**src/rtl/io_checkpoint_seq.sv**
```systemverilog
// io_checkpoint_seq
//   Watches a data/tag bus for a programmed sequence of checkpoint values.
//   Each step in the table must be seen for STABLE_CYC consecutive cycles
//   before the next step is awaited. If a step is not accepted before its
//   timeout counter saturates, the sequence fails.
//
// Ports
//   wb_clk_i    clock, rising edge
//   wb_rst_i    asynchronous active-high reset
//   start_i     pulse that arms the sequence (ignored while running)
//   nsteps_i    number of active steps, sampled on an accepted start
//   data_i      monitored checkpoint data
//   tag_i       monitored qualifier tag
//   cfg_we_i    table write strobe (dropped while running)
//   cfg_idx_i   table entry index
//   cfg_data_i  expected data for the entry
//   cfg_mask_i  compare mask for the entry (1 = bit is compared)
//   cfg_tag_i   expected tag for the entry
//   busy_o      sequence running
//   pass_o      sticky pass flag
//   fail_o      sticky fail flag
//   step_o      step currently awaited, or the step that failed
//   timeout_o   the failure was caused by a step timeout
module io_checkpoint_seq #(
    parameter int DATA_W     = 16,
    parameter int TAG_W      = 2,
    parameter int NUM_STEPS  = 4,
    parameter int TIMEOUT_W  = 20,
    parameter int STABLE_CYC = 2,
    localparam int IDX_W     = $clog2(NUM_STEPS),
    localparam int NS_W      = IDX_W + 1,
    localparam int STAB_W    = $clog2(STABLE_CYC + 1)
) (
    input  logic              wb_clk_i,
    input  logic              wb_rst_i,
    input  logic              start_i,
    input  logic [NS_W-1:0]   nsteps_i,
    input  logic [DATA_W-1:0] data_i,
    input  logic [TAG_W-1:0]  tag_i,
    input  logic              cfg_we_i,
    input  logic [IDX_W-1:0]  cfg_idx_i,
    input  logic [DATA_W-1:0] cfg_data_i,
    input  logic [DATA_W-1:0] cfg_mask_i,
    input  logic [TAG_W-1:0]  cfg_tag_i,
    output logic              busy_o,
    output logic              pass_o,
    output logic              fail_o,
    output logic [IDX_W-1:0]  step_o,
    output logic              timeout_o
);

    typedef enum logic [1:0] {IDLE, RUN, PASS, FAIL} state_t;

    state_t               state_q, state_d;
    logic [IDX_W-1:0]     step_q, step_d;
    logic [NS_W-1:0]      nsteps_q, nsteps_d;
    logic [STAB_W-1:0]    stab_q, stab_d;
    logic [TIMEOUT_W-1:0] tmo_cnt_q, tmo_cnt_d;
    logic                 tmo_flag_q, tmo_flag_d;

    logic [DATA_W-1:0]    exp_data_q [NUM_STEPS];
    logic [DATA_W-1:0]    exp_data_d [NUM_STEPS];
    logic [DATA_W-1:0]    exp_mask_q [NUM_STEPS];
    logic [DATA_W-1:0]    exp_mask_d [NUM_STEPS];
    logic [TAG_W-1:0]     exp_tag_q  [NUM_STEPS];
    logic [TAG_W-1:0]     exp_tag_d  [NUM_STEPS];

    logic                 match;
    logic                 last_step;
    logic                 nsteps_bad;
    logic [STAB_W-1:0]    stab_inc;
    logic [TIMEOUT_W-1:0] tmo_inc;

    // Compare the bus against the entry for the step currently awaited.
    // Only bits set in the mask take part in the data comparison.
    always_comb begin
        match      = (((data_i ^ exp_data_q[step_q]) & exp_mask_q[step_q]) == '0)
                     && (tag_i == exp_tag_q[step_q]);
        last_step  = ({1'b0, step_q} == (nsteps_q - NS_W'(1)));
        nsteps_bad = (nsteps_i == '0) || (nsteps_i > NS_W'(NUM_STEPS));
        stab_inc   = stab_q + STAB_W'(1);
        tmo_inc    = tmo_cnt_q + TIMEOUT_W'(1);
    end

    // Next-state logic. Acceptance is evaluated before the timeout so that
    // a step accepted on the saturating cycle still advances. On the final
    // step the index is held so step_o reports the last accepted step.
    always_comb begin
        state_d    = state_q;
        step_d     = step_q;
        nsteps_d   = nsteps_q;
        stab_d     = stab_q;
        tmo_cnt_d  = tmo_cnt_q;
        tmo_flag_d = tmo_flag_q;
        exp_data_d = exp_data_q;
        exp_mask_d = exp_mask_q;
        exp_tag_d  = exp_tag_q;

        case (state_q)
            RUN: begin
                if (match && (stab_inc == STAB_W'(STABLE_CYC))) begin
                    stab_d    = '0;
                    tmo_cnt_d = '0;
                    if (last_step) begin
                        state_d = PASS;
                    end else begin
                        step_d = step_q + IDX_W'(1);
                    end
                end else begin
                    stab_d    = match ? stab_inc : '0;
                    tmo_cnt_d = tmo_inc;
                    if (tmo_inc == '1) begin
                        state_d    = FAIL;
                        tmo_flag_d = 1'b1;
                    end
                end
            end
            default: begin
                if (start_i) begin
                    step_d     = '0;
                    stab_d     = '0;
                    tmo_cnt_d  = '0;
                    tmo_flag_d = 1'b0;
                    nsteps_d   = nsteps_i;
                    state_d    = nsteps_bad ? FAIL : RUN;
                end
                if (cfg_we_i && ({1'b0, cfg_idx_i} < NS_W'(NUM_STEPS))) begin
                    exp_data_d[cfg_idx_i] = cfg_data_i;
                    exp_mask_d[cfg_idx_i] = cfg_mask_i;
                    exp_tag_d[cfg_idx_i]  = cfg_tag_i;
                end
            end
        endcase
    end

    // State, counters and table; reset clears everything including the table.
    always_ff @(posedge wb_clk_i or posedge wb_rst_i) begin
        if (wb_rst_i) begin
            state_q    <= IDLE;
            step_q     <= '0;
            nsteps_q   <= '0;
            stab_q     <= '0;
            tmo_cnt_q  <= '0;
            tmo_flag_q <= 1'b0;
            for (int i = 0; i < NUM_STEPS; i++) begin
                exp_data_q[i] <= '0;
                exp_mask_q[i] <= '0;
                exp_tag_q[i]  <= '0;
            end
        end else begin
            state_q    <= state_d;
            step_q     <= step_d;
            nsteps_q   <= nsteps_d;
            stab_q     <= stab_d;
            tmo_cnt_q  <= tmo_cnt_d;
            tmo_flag_q <= tmo_flag_d;
            exp_data_q <= exp_data_d;
            exp_mask_q <= exp_mask_d;
            exp_tag_q  <= exp_tag_d;
        end
    end

    assign busy_o    = (state_q == RUN);
    assign pass_o    = (state_q == PASS);
    assign fail_o    = (state_q == FAIL);
    assign step_o    = step_q;
    assign timeout_o = tmo_flag_q;

endmodule

```
**config.mk**
```make
export PLATFORM = sky130hd
export DESIGN_NAME = io_checkpoint_seq
export DESIGN_NICKNAME = d
export VERILOG_FILES = /design/src/rtl/io_checkpoint_seq.sv
export SDC_FILE = /design/constraint.sdc
export NUM_CORES = 1
export LEC_CHECK = 0
export BUFFER_PORTS_ARGS = -buffer_cell sky130_fd_sc_hd__buf_2
export CAP_MARGIN = 15
export CORE_MARGIN = 10
export CORE_UTILIZATION = 55
export DETAILED_ROUTE_END_ITERATION = 16
export HOLD_SLACK_MARGIN = 0.12
export PLACE_DENSITY = 0.74
export SLEW_MARGIN = 25
export SYNTH_ARGS = -nofsm -noshare
export SYNTH_HDL_FRONTEND = slang
export SYNTH_SLANG_ARGS = --single-unit
```
**constraint.sdc**
```tcl
create_clock -name wb_clk_i -period 15.2 [get_ports wb_clk_i]
set_input_delay 3.04 -clock wb_clk_i [delete_from_list [all_inputs] [get_ports wb_clk_i]]
set_output_delay 3.04 -clock wb_clk_i [all_outputs]
set_load 0.01 [all_outputs]
```
# --- Yosys cells after proc, flatten, opt, wreduce, memory -nomap -nowiden ---
# Cells that the tools add are included.
# W data, S select, Z words.
classes:
  add_sub_neg: 4
  order_cmp: 4
  eq_ne: 13
  muxes: 36
  bitwise: 5
  n_reduce_logical: 12
ops:
  columns: ["op", "n"]
  rows:
  - ["$bwmux W64", 2]
  - ["$mux W16", 5]
  - ["$bmux W16 S2", 2]
  - ["$mux W20", 3]
  - ["$demux W16 S2", 1]
  - ["$mux W2", 16]
  - ["$add A20 B1 Y20 const B", 1]
  - ["$eq A20 B20 Y1 const B", 1]
  - ["$and A16 B16 Y16", 1]
  - ["$logic_not A16 Y1", 1]
  - ["$xor A16 B16 Y16", 1]
  - ["$reduce_and A3 Y1", 3]
  - ["$bwmux W8", 1]
  - ["$eq A2 B2 Y1 const B", 3]
  - ["$ge A3 B3 Y1 const B", 2]
  - ["$not A2 Y3", 2]
  - ["$add A2 B1 Y2 const B", 2]
  - ["$bmux W2 S2", 1]
  - ["$demux W2 S2", 1]
  - ["$mux W1", 4]
  - ["$ne A2 B1 Y1 const B", 2]
  - ["$ne A2 B2 Y1 const B", 2]
  - ["$reduce_and A2 Y1", 2]
  - ["$eq A2 B3 Y1", 1]
  - ["other kinds (12)", 14]
word_totals:
  register_bits: 166
  inputBits: 61
  out_inout_bits: 6
  elab_cells: 92

# --- Logic depth before layout (Yosys ltp) ---
logic_depth:
  word_depth: 11
  mapped_depth: 10
  mapped_depth_nobuf: 9

# --- Worst setup path after synthesis ---
# OpenSTA, ideal clock, no wires.
synth_path:
  path_type: "input port to flip-flop"
  from: "in data_i[5]"
  to: "reg tmo_cnt_q[4]"
  setup_ns: 0.126
  t_arrival_ns: 4.629
  required_time_ns: 15.074
  path_slack_ns: 10.445
  stages: 9
  path_buffers: 1
  cell_sequence: "xor2_1 > a222oi_1 > nand2_1 > a21oi_1 > a22oi_2 > o31ai_4 > buf_4 > nor3_1 > a221o_1"
synth_via:
  elab_chain_len: 7
synth_lines:
  columns: ["element", "line_no", "source"]
  rows:
  - ["start: declaration", "38", "input logic [DATA_W-1:0] data_i,"]
  - ["$xor A16 B16 Y16", "77", "match = (((data_i ^ exp_data_q[step_q]) & exp_mask_q[step_q]) == '0)"]
  - ["$and A16 B16 Y16", "77", null]
  - ["$logic_not A16 Y1", "77", null]
  - ["$logic_and A1 B1 Y1", "78", "&& (tag_i == exp_tag_q[step_q]);"]
  - ["$logic_and A1 B1 Y1", "101", "if (match && (stab_inc == STAB_W'(STABLE_CYC))) begin"]
  - ["$mux W20", "101", null]
  - ["$mux W20", "99", "case (state_q)"]
  - ["end signal: assignment", "155", "tmo_cnt_q <= tmo_cnt_d;"]
  - ["end: declaration", "58", "logic [TIMEOUT_W-1:0] tmo_cnt_q, tmo_cnt_d;"]
# Every way passes these cells.
# A chain may end at the register's enable or synchronous reset.

# --- Worst setup path after layout ---
layout_path:
  from: "in data_i[5]"
  to: "reg tmo_cnt_q[10]"
# Same word-level chain as after synthesis.

==> reports/qor.txt <==
capturing point of the worst reg2reg path: tmo_cnt_q[10]
full die area: 0.0198 mm^2
Avg Vias per Cell: 5.83
relative slew slack: 37.5%
antenna viol nets, final: 0
minimum clock period: 5.10 ns
DRC viols: 0
Post-CTS Hold Fix Bufs: 0
final setup violation count: 0
Post-Syn Area: 0.00800 mm^2
critical path capture point type: register
CP max-delay cell: o31ai_4
count of different cell masters after synthesis: 53
dpl cell area: 0.00848 mm^2
crit path from: data_i[5]
clk slew on worst S/H paths: 0.06 ns
CP delay by family, top: compound AO/OA/AOI/OAI gates
r2r startpoint: step_o[0]
Least-Margin Pin Slew: 0.938 ns
global-route wire length before repair: 28.9 mm
Sink Count: 166
Post-CTS Setup Inserts: 0
1st-pass router iterations: 4
worst vdd ir: 0.109 mV
Synth Register Bits: 166
multi-input logic area: 0.00368 mm^2
Syn Nets: 711
Root Buffer: clkbuf_16
Core Box Area: 0.0144 mm^2
row count: 44
final setup skew: 0.0112 ns
H-tree depth: 4
starting density of the core: 55.7%
outcome: finished clean
CP Capture Point: tmo_cnt_q[10]
Final Hold Viols: 0
number of fill cells: 1123
Async SR Flop Fraction: 100%
LEAKAGE: 4.34 nW
Avg Inst Size Synth: 12.4 um^2
1st-iter DRT viols: 333
Register Area: 0.00415 mm^2
power density over the cells: 163 mW/mm^2
Critical Path AT: 5.42 ns
post-layout instance area: 0.00908 mm^2
largest net degree at the start of global routing: 107
worst hold path class: register to register
Max Fanout on Critical Path: 26
WL/cell: 19.4 um
share of layout cells above drive strength 1: 34.9%
CP Class: primary input to register
flop2flop setup slack: 11.76 ns
die height: 141 um
Syn Inst Count: 646
vias after detailed routing: 5275
Num CTS Buffers: 17
initial antenna violation count: 1
PostCTS Resize Cnt: 0
Skew-Pair Late Insertion Delay: 0.43 ns
GRT Overall Usage: 18.2%
most frequent cells in the layout: dfrtp_1, mux2_2, xor2_1
WL final: 17.5 mm
setup_tns: 0 ns
max_cap viols: 0
hold_ws: 0.483 ns
commonest non-fill, non-tap cell in the layout: dfrtp_1
Post-synth EDFFs: 0
Crit path buffers/inverters: 1
Final nets: 772
Layout area overhead: 13.5%
I/O pin count: 67
Max clock buf depth: 2
sequential area share after synthesis: 51.9%
global placement routability congestion: 0.867
CTS tree: done
startpoint types: primary input
Final Cycle Share: 33.6%
via count of the first global-routing pass: 5616
# port buffers: 66
WP data required: 15.51 ns
fin. max-slew vios: 0
Top FF cell, synth: dfrtp_1
CP peak stage delay: 0.78 ns
Worst R2R Path Depth: 6
fmax: 196 MHz
total stage count of the critical path: 9
RSZ-0062 raised after global routing: no
Die Width: 141 um
Overflow after GRT: 0
HPWL after DPL: 11.9 mm
critical path, cell by cell: buf_2 > xor2_1 > a222oi_1 > nand2_1 > a21oi_1 > a22oi_2 > o31ai_4 > o22ai_1 > a22o_1
yosys warns: 0
## layer usage
metal / share of wire (%) / track usage (%) / vias to the layer above
met3: 4.6 / 5.41 / 23
met1: 44 / 22.2 / 2672
li1: - / - / 2472
met4: 1.7 / 6.52 / 0
met2: 50 / 30.1 / 108
met5: 0 / 0 / -
## registers in the layout, indices dropped and copies added, names as in the netlist
register and count:
timeout_o 1, nsteps_q 3, stab_q 2, step_o 2
exp_tag_q 8, tmo_cnt_q 20, exp_data_q 64, exp_mask_q 64
state_q 2
## cell families (layout without fill, tap and decap cells)
logic type | Yosys count | in the layout | share of synthesized area (%)
AOI/OAI and AO/OA | 83 | 83 | 7.70
xor gates and xnor gates | 77 | 77 | 8.43
adders and majority gates | 4 | 4 | 0.626
buffers and inverters | 39 | 113 | 2.07
DFF | 166 | 166 | 51.9
muxes | 143 | 143 | 20.4
other | 0 | 1 | 0
and+or+nand+nor | 134 | 134 | 8.84
## worst min-delay path by stage
| stage | start | endpoint | cells past startpoint |
|---|---|---|---|
| floorplan | stab_q[0] | stab_q[0] | 1 |
| global placement | timeout_o | timeout_o | 1 |
| detailed placement | timeout_o | timeout_o | 1 |
| CTS | timeout_o | timeout_o | 1 |
| global route | exp_mask_q[4] | exp_mask_q[4] | 1 |
| finish | timeout_o | timeout_o | 1 |
## power breakdown
group	leakage [nW]	internal (W)	switching [W]	total (W)
clock	0.277	0.000249	0.000180	0.000429
combinational	1.87	0.000196	0.000165	0.000360
sequential	2.19	0.000582	0.000112	0.000693
total	4.34	0.00103	0.000456	0.00148
## synth_stat cells (6+ instances only)
cell	count	area share, %
xnor2_1	9	0.99
nand3_1	18	1.1
buf_2	11	0.69
o21ai_0	13	0.81
a221o_1	8	1.0
dfrtp_1	166	52
nor3_1	8	0.50
xor2_1	68	7.4
inv_1	9	0.42
mux2_2	139	20
nor3b_1	6	0.56
nor2b_1	6	0.47
clkbuf_1	17	0.80
nor2_1	17	0.80
nand2_1	39	1.8
nand4_1	11	0.86
a21oi_1	11	0.69
a22oi_1	22	2.1
## per-stage QoR
step / util (%) / setup WS, ns / power (W) / instances
after global routing: 63.1 / 9.87 / 0.00157 / 904
final: 63.2 / 10.10 / 0.00148 / 905
after detailed placement: 59.0 / 9.68 / 0.00106 / 872
after CTS: 63.1 / 10.11 / 0.00149 / 904
after global placement: 59.0 / 9.73 / 0.00103 / 872
after floorplan: - / 7.67 / 0.000955 / 646
## final cells by class
class,count,area share [%]
clock inverters,12,1.59
well taps,184,2.54
inverters,9,0.455
diodes,1,0.0276
repair buffers,72,4.14
multi-input cells,441,40.6
clock buffers,20,4.92
flip-flops and latches,166,45.8
## worst reg2reg max path, delay by kind of cell, from the launching register on
kind                      cells  cell delay (ns)
AOI/OAI and AO/OA             3             1.32
xor gates and xnor gates      1             0.23
DFF                           1             0.96
muxes                         1             0.62
and+or+nand+nor               1             0.21
Power figures use the tool's default switching activity.
